--- src/rtl/alu1_pkg.sv ---
// Shared ALU1 definitions: operation encoding, stimulus FSM states and LFSR constants.
// Used by the ALU1 datapath, its checker and the stimulus generator.
package alu1_pkg;

    typedef enum logic [3:0] {
        ALU1_OP_TRANSFER   = 4'd0,
        ALU1_OP_INC        = 4'd1,
        ALU1_OP_ADD        = 4'd2,
        ALU1_OP_ADD_PLUS1  = 4'd3,
        ALU1_OP_SUB_MINUS1 = 4'd4,
        ALU1_OP_SUB        = 4'd5,
        ALU1_OP_DEC        = 4'd6,
        ALU1_OP_TRANSFER2  = 4'd7,
        ALU1_OP_AND        = 4'd8,
        ALU1_OP_OR         = 4'd9,
        ALU1_OP_XOR        = 4'd10,
        ALU1_OP_NOT        = 4'd11
    } alu1_op_t;

    typedef enum logic [1:0] {
        ST_IDLE   = 2'd0,
        ST_CORNER = 2'd1,
        ST_RANDOM = 2'd2,
        ST_DONE   = 2'd3
    } stim_state_t;

    localparam int          ALU1_NUM_OPS      = 12;
    localparam int          ALU1_CORNER_PAIRS = 4;
    localparam logic [63:0] ALU1_LFSR_MASK    = 64'hD800_0000_0000_0000;
    localparam logic [63:0] ALU1_PAT_55       = 64'h5555_5555_5555_5555;
    localparam logic [63:0] ALU1_PAT_AA       = 64'hAAAA_AAAA_AAAA_AAAA;

endpackage

--- src/rtl/alu1_lfsr64.sv ---
// Combinational single and double step of the 64-bit Galois right-shift LFSR.
module alu1_lfsr64
    import alu1_pkg::*;
(
    input  logic [63:0] state_i,
    output logic [63:0] step1_o,
    output logic [63:0] step2_o
);

    function automatic logic [63:0] lfsr_step(input logic [63:0] s);
        return s[0] ? ((s >> 1) ^ ALU1_LFSR_MASK) : (s >> 1);
    endfunction

    always_comb begin
        step1_o = lfsr_step(state_i);
        step2_o = lfsr_step(step1_o);
    end

endmodule

--- src/rtl/alu1_stim_gen.sv ---
// ALU1 stimulus source: 48-vector corner sweep followed by NUM_TXN LFSR-driven
// transactions on a valid/ready interface.
module alu1_stim_gen
    import alu1_pkg::*;
#(
    parameter int          WIDTH   = 64,
    parameter int          NUM_TXN = 1024,
    parameter logic [63:0] SEED    = 64'h1
) (
    input  logic             clk,
    input  logic             rst,
    input  logic             start,
    output logic             out_valid,
    input  logic             out_ready,
    output alu1_op_t         op,
    output logic [WIDTH-1:0] in1,
    output logic [WIDTH-1:0] in2,
    output logic             busy,
    output logic             done,
    output logic [31:0]      txn_count
);

    localparam logic [3:0]       LAST_OP   = 4'(ALU1_NUM_OPS - 1);
    localparam logic [1:0]       LAST_PAIR = 2'(ALU1_CORNER_PAIRS - 1);
    localparam logic [31:0]      LAST_RND  = 32'(NUM_TXN - 1);
    localparam logic [WIDTH-1:0] ONE       = WIDTH'(1);
    localparam logic [WIDTH-1:0] MSB_ONLY  = {1'b1, {(WIDTH-1){1'b0}}};

    stim_state_t state_q, state_d;
    logic [1:0]  pair_q, pair_d;
    logic [3:0]  cop_q, cop_d;
    logic [3:0]  op_idx_q, op_idx_d;
    logic [63:0] lfsr_q, lfsr_d;
    logic [31:0] rnd_cnt_q, rnd_cnt_d;
    logic [31:0] txn_count_q, txn_count_d;
    logic [63:0] step1, step2;
    logic        accept;

    alu1_lfsr64 u_lfsr (
        .state_i (lfsr_q),
        .step1_o (step1),
        .step2_o (step2)
    );

    always_ff @(posedge clk or posedge rst) begin
        if (rst) begin
            state_q     <= ST_IDLE;
            pair_q      <= '0;
            cop_q       <= '0;
            op_idx_q    <= '0;
            lfsr_q      <= SEED;
            rnd_cnt_q   <= '0;
            txn_count_q <= '0;
        end else begin
            state_q     <= state_d;
            pair_q      <= pair_d;
            cop_q       <= cop_d;
            op_idx_q    <= op_idx_d;
            lfsr_q      <= lfsr_d;
            rnd_cnt_q   <= rnd_cnt_d;
            txn_count_q <= txn_count_d;
        end
    end

    always_comb begin
        state_d     = state_q;
        pair_d      = pair_q;
        cop_d       = cop_q;
        op_idx_d    = op_idx_q;
        lfsr_d      = lfsr_q;
        rnd_cnt_d   = rnd_cnt_q;
        txn_count_d = txn_count_q;
        accept      = out_valid && out_ready;

        case (state_q)
            ST_IDLE, ST_DONE: begin
                if (start) begin
                    state_d     = ST_CORNER;
                    pair_d      = '0;
                    cop_d       = '0;
                    op_idx_d    = '0;
                    lfsr_d      = SEED;
                    rnd_cnt_d   = '0;
                    txn_count_d = '0;
                end
            end
            ST_CORNER: begin
                if (accept) begin
                    if (cop_q == LAST_OP) begin
                        cop_d = '0;
                        if (pair_q == LAST_PAIR) begin
                            state_d   = ST_RANDOM;
                            rnd_cnt_d = '0;
                        end else begin
                            pair_d = pair_q + 2'd1;
                        end
                    end else begin
                        cop_d = cop_q + 4'd1;
                    end
                end
            end
            ST_RANDOM: begin
                if (accept) begin
                    lfsr_d = step2;
                    // stride 5 is coprime to 12, so every op appears once per 12 txns
                    op_idx_d  = (op_idx_q >= 4'd7) ? (op_idx_q - 4'd7) : (op_idx_q + 4'd5);
                    rnd_cnt_d = rnd_cnt_q + 32'd1;
                    if (rnd_cnt_q == LAST_RND) begin
                        state_d = ST_DONE;
                    end
                end
            end
            default: state_d = ST_IDLE;
        endcase

        if (accept && (txn_count_q != '1)) begin
            txn_count_d = txn_count_q + 32'd1;
        end
    end

    always_comb begin
        out_valid = (state_q == ST_CORNER) || (state_q == ST_RANDOM);
        busy      = out_valid;
        done      = (state_q == ST_DONE);
        txn_count = txn_count_q;
        op        = ALU1_OP_TRANSFER;
        in1       = '0;
        in2       = '0;

        if (state_q == ST_CORNER) begin
            op = alu1_op_t'(cop_q);
            case (pair_q)
                2'd0: begin in1 = '0;                       in2 = '0;                       end
                2'd1: begin in1 = '1;                       in2 = ONE;                      end
                2'd2: begin in1 = MSB_ONLY;                 in2 = '1;                       end
                default: begin in1 = ALU1_PAT_55[WIDTH-1:0]; in2 = ALU1_PAT_AA[WIDTH-1:0]; end
            endcase
        end else if (state_q == ST_RANDOM) begin
            op  = alu1_op_t'(op_idx_q);
            in1 = lfsr_q[WIDTH-1:0];
            in2 = step1[WIDTH-1:0];
        end
    end

endmodule

--- config.mk ---
export PLATFORM = sky130hd
export DESIGN_NAME = alu1_stim_gen
export DESIGN_NICKNAME = d
export VERILOG_FILES = /design/src/rtl/alu1_pkg.sv /design/src/rtl/alu1_lfsr64.sv /design/src/rtl/alu1_stim_gen.sv
export SDC_FILE = /design/constraint.sdc
export NUM_CORES = 1
export LEC_CHECK = 0
export CORE_MARGIN = 1
export CORE_UTILIZATION = 40
export CTS_CLUSTER_SIZE = 10
export DETAILED_ROUTE_END_ITERATION = 12
export GPL_TIMING_DRIVEN = 1
export PLACE_DENSITY = 0.63
export SETUP_SLACK_MARGIN = 0.4
export SLEW_MARGIN = 20
export SYNTH_ARGS = -nofsm -noshare
export SYNTH_HDL_FRONTEND = slang
export SYNTH_SLANG_ARGS = --single-unit
export TNS_END_PERCENT = 1
--- constraint.sdc ---
create_clock -name clk -period 11.15 [get_ports clk]
set_clock_uncertainty 0.2 [all_clocks]
set_input_delay 2.23 -clock clk [delete_from_list [all_inputs] [get_ports clk]]
set_output_delay 2.23 -clock clk [all_outputs]
set_load 0.01 [all_outputs]
## After elaboration in Yosys (flattened, before gate mapping)

Index checks and enable logic that the tools add are counted.

| storage, ports and cells | value |
|---|---|
| input port bits | 4 |
| output and inout port bits | 167 |
| bits in registers | 140 |

| operators by class | value |
|---|---|
| magnitude comparators | 1 |
| reduce and logical (&&, ||, !) cells | 16 |
| equality and inequality tests | 16 |
| muxes and demuxes | 40 |
| add/sub/neg operators | 6 |
| bitwise operators | 2 |

Operators by type and width:

| cell | count |
|---|---|
| two-way mux 64 bit | 8 |
| one-hot mux 64 bit (3 select lines) | 2 |
| two-way mux 32 bit | 7 |
| one-hot mux 64 bit (2 select lines) | 1 |
| one-hot mux 32 bit (3 select lines) | 1 |
| adder 32 x 1 -> 32 bit, second input constant | 2 |
| == test 32 x 10 -> 1 bit, second input constant | 1 |
| != test 32 bit, second input constant | 1 |
| two-way mux 4 bit | 7 |
| two-way mux 2 bit | 10 |
| one-hot mux 4 bit (2 select lines) | 2 |
| != test 2 bit, second input constant | 7 |
| AND reduction 5 bit | 2 |
| == test 2 bit, second input constant | 4 |
| NOT 3 -> 4 bit | 2 |
| nonzero test 2 bit | 4 |
| one-hot mux 2 bit (3 select lines) | 1 |
| AND reduction 3 bit | 2 |
| AND reduction 6 bit | 1 |
| adder 4 x 1 -> 4 bit, second input constant | 1 |
| adder 4 x 3 -> 4 bit, second input constant | 1 |
| == test 2 x 1 -> 1 bit, second input constant | 2 |
| == test 4 bit, second input constant | 1 |
| >= comparator 4 x 3 -> 1 bit, second input constant | 1 |
| 8 further kinds | 10 |

## Longest topological paths before layout

| logic depth | value |
|---|---|
| depth after elaboration | 6 |
| gate-level depth with buffers | 11 |
| depth with buffers taken out | 7 |

## Hierarchy

Synthesis repeated with hierarchy kept, for this count alone.

| unflattened totals | value |
|---|---|
| cell total of the unflattened synthesis | 903 |
| area total of the unflattened synthesis | 8,738.4 um^2 |

By module, submodules not included:

| module | area an instance (um^2) | sequential area each (um^2) | cells an instance | times used |
|---|---|---|---|---|
| alu1_stim_gen | 7,743.7 | 3,504.6 | 774 | 1 |
| alu1_lfsr64 | 994.7 | 0.0 | 129 | 1 |

## Worst setup path before layout

Ideal clock, no wire load.

| timing | value |
|---|---|
| path kind | reg2out |
| start point | reg state_q[0] |
| end point | out in1[44] |
| arrival time | 1.952 ns |
| buffers on the path | 3 |
| required time | 8.720 ns |
| cell stages (with the launch flop) | 10 |
| path slack | 6.768 ns |
| path through | dfrtp_1 inv_1 ha_1 inv_1 clkbuf_1 nor2_1 clkbuf_1 buf_1 nand2_1 nand2_1 |

| between the ends | value |
|---|---|
| longest elaborated chain between the ends | 3 |

RTL lines:

| element | RTL line | RTL |
|---|---|---|
| start: declaration | alu1_stim_gen.sv:29 | `stim_state_t state_q, state_d;` |
| start signal: assignment | alu1_stim_gen.sv:55 | `state_q <= state_d;` |
| == test 2 bit | alu1_stim_gen.sv:138 | `end else if (state_q == ST_RANDOM) begin` |
| two-way mux 64 bit | alu1_stim_gen.sv:138 |  |
| two-way mux 64 bit * | alu1_stim_gen.sv:130 | `if (state_q == ST_CORNER) begin` |
| end: declaration | alu1_stim_gen.sv:16 | `output logic [WIDTH-1:0] in1,` |

Every way passes the cells marked *; elsewhere a longest branch is shown, timed or not.

## Worst setup path after layout

| timing | value |
|---|---|
| start point | reg state_q[0] |
| end point | out in1[5] |

Same word-level chain as after synthesis.

==> flow_summary.json <==
{
  "grt_pass1_wl_um": 35700,
  "postSynthAreaPerCell_um2": 8.72,
  "start_kind": "flop",
  "wl_per_cell_um": 16.9,
  "cts.repair.resized": 0,
  "p_per_area_nw_per_um2": 205,
  "start_util_pct": 41.3,
  "synthesis.nets": 910,
  "yosys.area_share.simple_pct": 27.7,
  "n_antenna_cell": 0,
  "r2r_slack_ns": 7.73,
  "top_level_ports": 171,
  "status": "finished clean",
  "post_cts_buffers": 0,
  "worst_pin_slew_ns": 1.09,
  "clock_latency_ns": 0.42,
  "num_rows": 50,
  "worstPathMaxFanout": 61,
  "gp_congestion": 0.832,
  "min-delay-start": "lfsr_q[58]",
  "h-tree-depth": 4,
  "drc": 0,
  "chipHeight_um": 142,
  "core_um2": 18900,
  "max_cap_viol_count": 0,
  "viasPerCell": 5.56,
  "period_minus_slack_ns": 6.08,
  "synth_compound_area_share_pct": 17.7,
  "endpoint_kind": "primary output",
  "ys_async_sr_fraction_pct": 100,
  "grt_setup_unrepaired": "no",
  "fin_crit_sh_pct": 54.5,
  "pre_cts_ws_ns": 5.49,
  "cts-root-buf": "clkbuf_16",
  "grt_use_total_pct": 22.5,
  "ff2ff_path_depth": 7,
  "cts_buffers": 17,
  "finalMaxSlewViolations": 0,
  "synth_top_area_share_pct": 44.6,
  "portBuffers": 170,
  "synth_adder_area_share_pct": 1.76,
  "synth_xor_area_share_pct": 1.57,
  "synth-seq-area-share_pct": 44.9,
  "fmaxAchievable_ghz": 0.165,
  "synth_top_family_by_area": "simple AND/OR/NAND/NOR gates",
  "critical_path_class": "reg2out",
  "power_leakage_uw": 0.00495,
  "tns_ns": 0,
  "ys_top_cells_by_area": "dfrtp_1 (45%), nand2_1 (12%), a22o_1 (8.1%), nand4_1 (2.3%), o21ai_0 (2.3%)",
  "drtPass1Iterations": 4,
  "setup_slack_ns": 5.07,
  "clk_pin_slew_worst_paths_ns": 0.06,
  "hpwl_um": 14500,
  "route.vias.total": 7259,
  "irDropWorstVdd_v": 0.000148,
  "rr_startpoint": "state_q[0]",
  "synth_edf_count": 0,
  "r2r-end": "rnd_cnt_q[15]",
  "fin_nets": 1047,
  "die_area_um2": 20100,
  "min_path_cells": 2,
  "yosys.area.top_type": "dfrtp_1",
  "wirelength_um": 22000,
  "hold_path.class": "reg2reg",
  "netlist_area_um2": 7800,
  "hold_path_end": "lfsr_q[58]",
  "cts_sinks": 140,
  "setup_viol": 0,
  "cts_hold_buf": 0,
  "grt_overflow": 0,
  "dieWidth_um": 142,
  "syn_inst": 895,
  "hold_viol_final": 0,
  "synthFlopType": "dfrtp_1",
  "antenna_found_initial": 0,
  "drive_gt1_share_pct": 5.65,
  "muxShareOfSynthArea_pct": 2.21,
  "max_slew_margin_pct": 27.3,
  "grt_pass1_vias": 6843,
  "synth-seq-cells": 140,
  "cts_tree": "yes",
  "grt_max_degree": 91,
  "cp_data_arrival_time_ns": 3.65,
  "clk_path_buf_depth": 2,
  "drtIter0Drc": 375,
  "ys_warn_count": 0,
  "synth_cell_types": 57,
  "final_antenna_net_count": 0,
  "critPathRequiredTime_ns": 8.72,
  "area_delta_synth_final_pct": 32.5
}
==> registers in the layout, indices dropped and copies added (netlist names) <==
| name | count |
|---|---|
| pair_q | 2 |
| txn_count | 32 |
| lfsr_q | 64 |
| state_q | 2 |
| cop_q | 4 |
| op_idx_q | 4 |
| rnd_cnt_q | 32 |
==> critical path, cell delays in order, from the launching register on <==
cell,delay (ns)
dfrtp_1,0.42
inv_1,0.09
ha_1,0.54
inv_1,0.41
nor2_4,0.30
buf_4,0.56
nand2_1,0.20
nand2_1,0.11
clkdlybuf4s50_1,0.56
==> layout make-up <==
type | instances | area [um2]
sequential | 140 | 3500
fill | 1760 | 8560
clock buffer | 18 | 429
clock inverter | 14 | 208
timing repair buffer | 180 | 1780
tap | 260 | 325
multi-input combinational | 675 | 4020
inverter | 18 | 72.6
==> how the worst max path moves through the flow <==
stage,start,slack (ns),cells past startpoint,to
5_1_grt,state_q[0],4.80,8,in1[5]
6_report,state_q[0],5.07,8,in1[5]
3_3_place_gp,state_q[0],5.58,8,in1[3]
4_1_cts,state_q[0],5.04,8,in1[3]
3_5_place_dp,state_q[0],5.49,8,in1[3]
2_1_floorplan,rst,4.97,1,cop_q[0]
==> metrics by stage <==
stage               util [%]  hold WS (ns)  std cells  cell area, um2  power, uW
floorplan                  -         0.271        895            7800       1090
global placement        51.3         0.304       1273            9690       1510
detailed placement      51.3         0.308       1273            9690       1510
CTS                     54.7         0.323       1305           10300       2130
global route            54.7         0.335       1305           10300       2240
finish                  54.7         0.315       1305           10300       2120
==> placed cells by master, fill, tap and decap left out, types with 4 or more instances in the layout <==
cell type,instances
nand4_1,29
dfrtp_1,139
nor3_1,11
o21ai_0,36
nor2_1,22
a221o_1,14
xnor2_1,6
a21oi_1,23
clkdlybuf4s50_1,170
nand3_1,30
clkbuf_16,17
xor2_1,8
inv_1,17
ha_1,11
a211o_1,4
nor2b_1,4
nor4_1,21
inv_6,6
buf_4,10
or4_1,11
a21o_1,5
a22o_1,72
and4b_1,5
nand2b_1,9
nand2_1,249
o31ai_1,12
bufinv_16,4
and4_1,13
and3_1,8
or3_1,8
and2_1,9
mux2i_1,15
==> Yosys cell counts (3+ instances only) <==
| master | instances |
|---|---|
| buf_2 | 7 |
| nor4_1 | 21 |
| nor2_1 | 25 |
| nor3_1 | 11 |
| ha_1 | 11 |
| o41ai_1 | 3 |
| nor2b_1 | 4 |
| or4_1 | 11 |
| a21oi_1 | 23 |
| nand4_1 | 29 |
| and2_1 | 9 |
| and4_1 | 13 |
| nand2_1 | 250 |
| dfrtp_1 | 139 |
| xnor2_1 | 6 |
| inv_1 | 18 |
| o21ai_1 | 3 |
| a22o_1 | 72 |
| clkbuf_1 | 48 |
| or2_2 | 3 |
| a221o_1 | 14 |
| o21ai_0 | 36 |
| and4b_1 | 5 |
| nand2b_1 | 9 |
| mux2i_1 | 15 |
| and3_1 | 8 |
| xor2_1 | 8 |
| a21o_1 | 5 |
| a211o_1 | 4 |
| o31ai_1 | 12 |
| or3_1 | 8 |
| nand3_1 | 30 |
| buf_1 | 4 |
==> layer usage <==
layer	track usage (%)	vias to the layer above	share of wire, %
met1	30.9	3570	47
met4	6.45	0	1.4
met2	35.9	171	48
met5	0	-	0
li1	-	3498	-
met3	4.45	20	3.9
==> cell families after synthesis <==
group	count (synthesis)
AND/OR/NAND/NOR	447
XOR/XNOR	14
buffers and inverters	80
AO/OA/AOI/OAI	186
flip-flops	140
adder cells (fa/ha/maj)	11
multiplexers	17
==> where the power goes <==
| group | leakage [uW] | switching [uW] | internal [uW] |
|---|---|---|---|
| sequential | 0.00194 | 44.2 | 542 |
| clock | 0.000304 | 239 | 380 |
| combinational | 0.00271 | 542 | 372 |
| total | 0.00495 | 824 | 1290 |
Note: power is estimated with default switching activity, not from simulation.
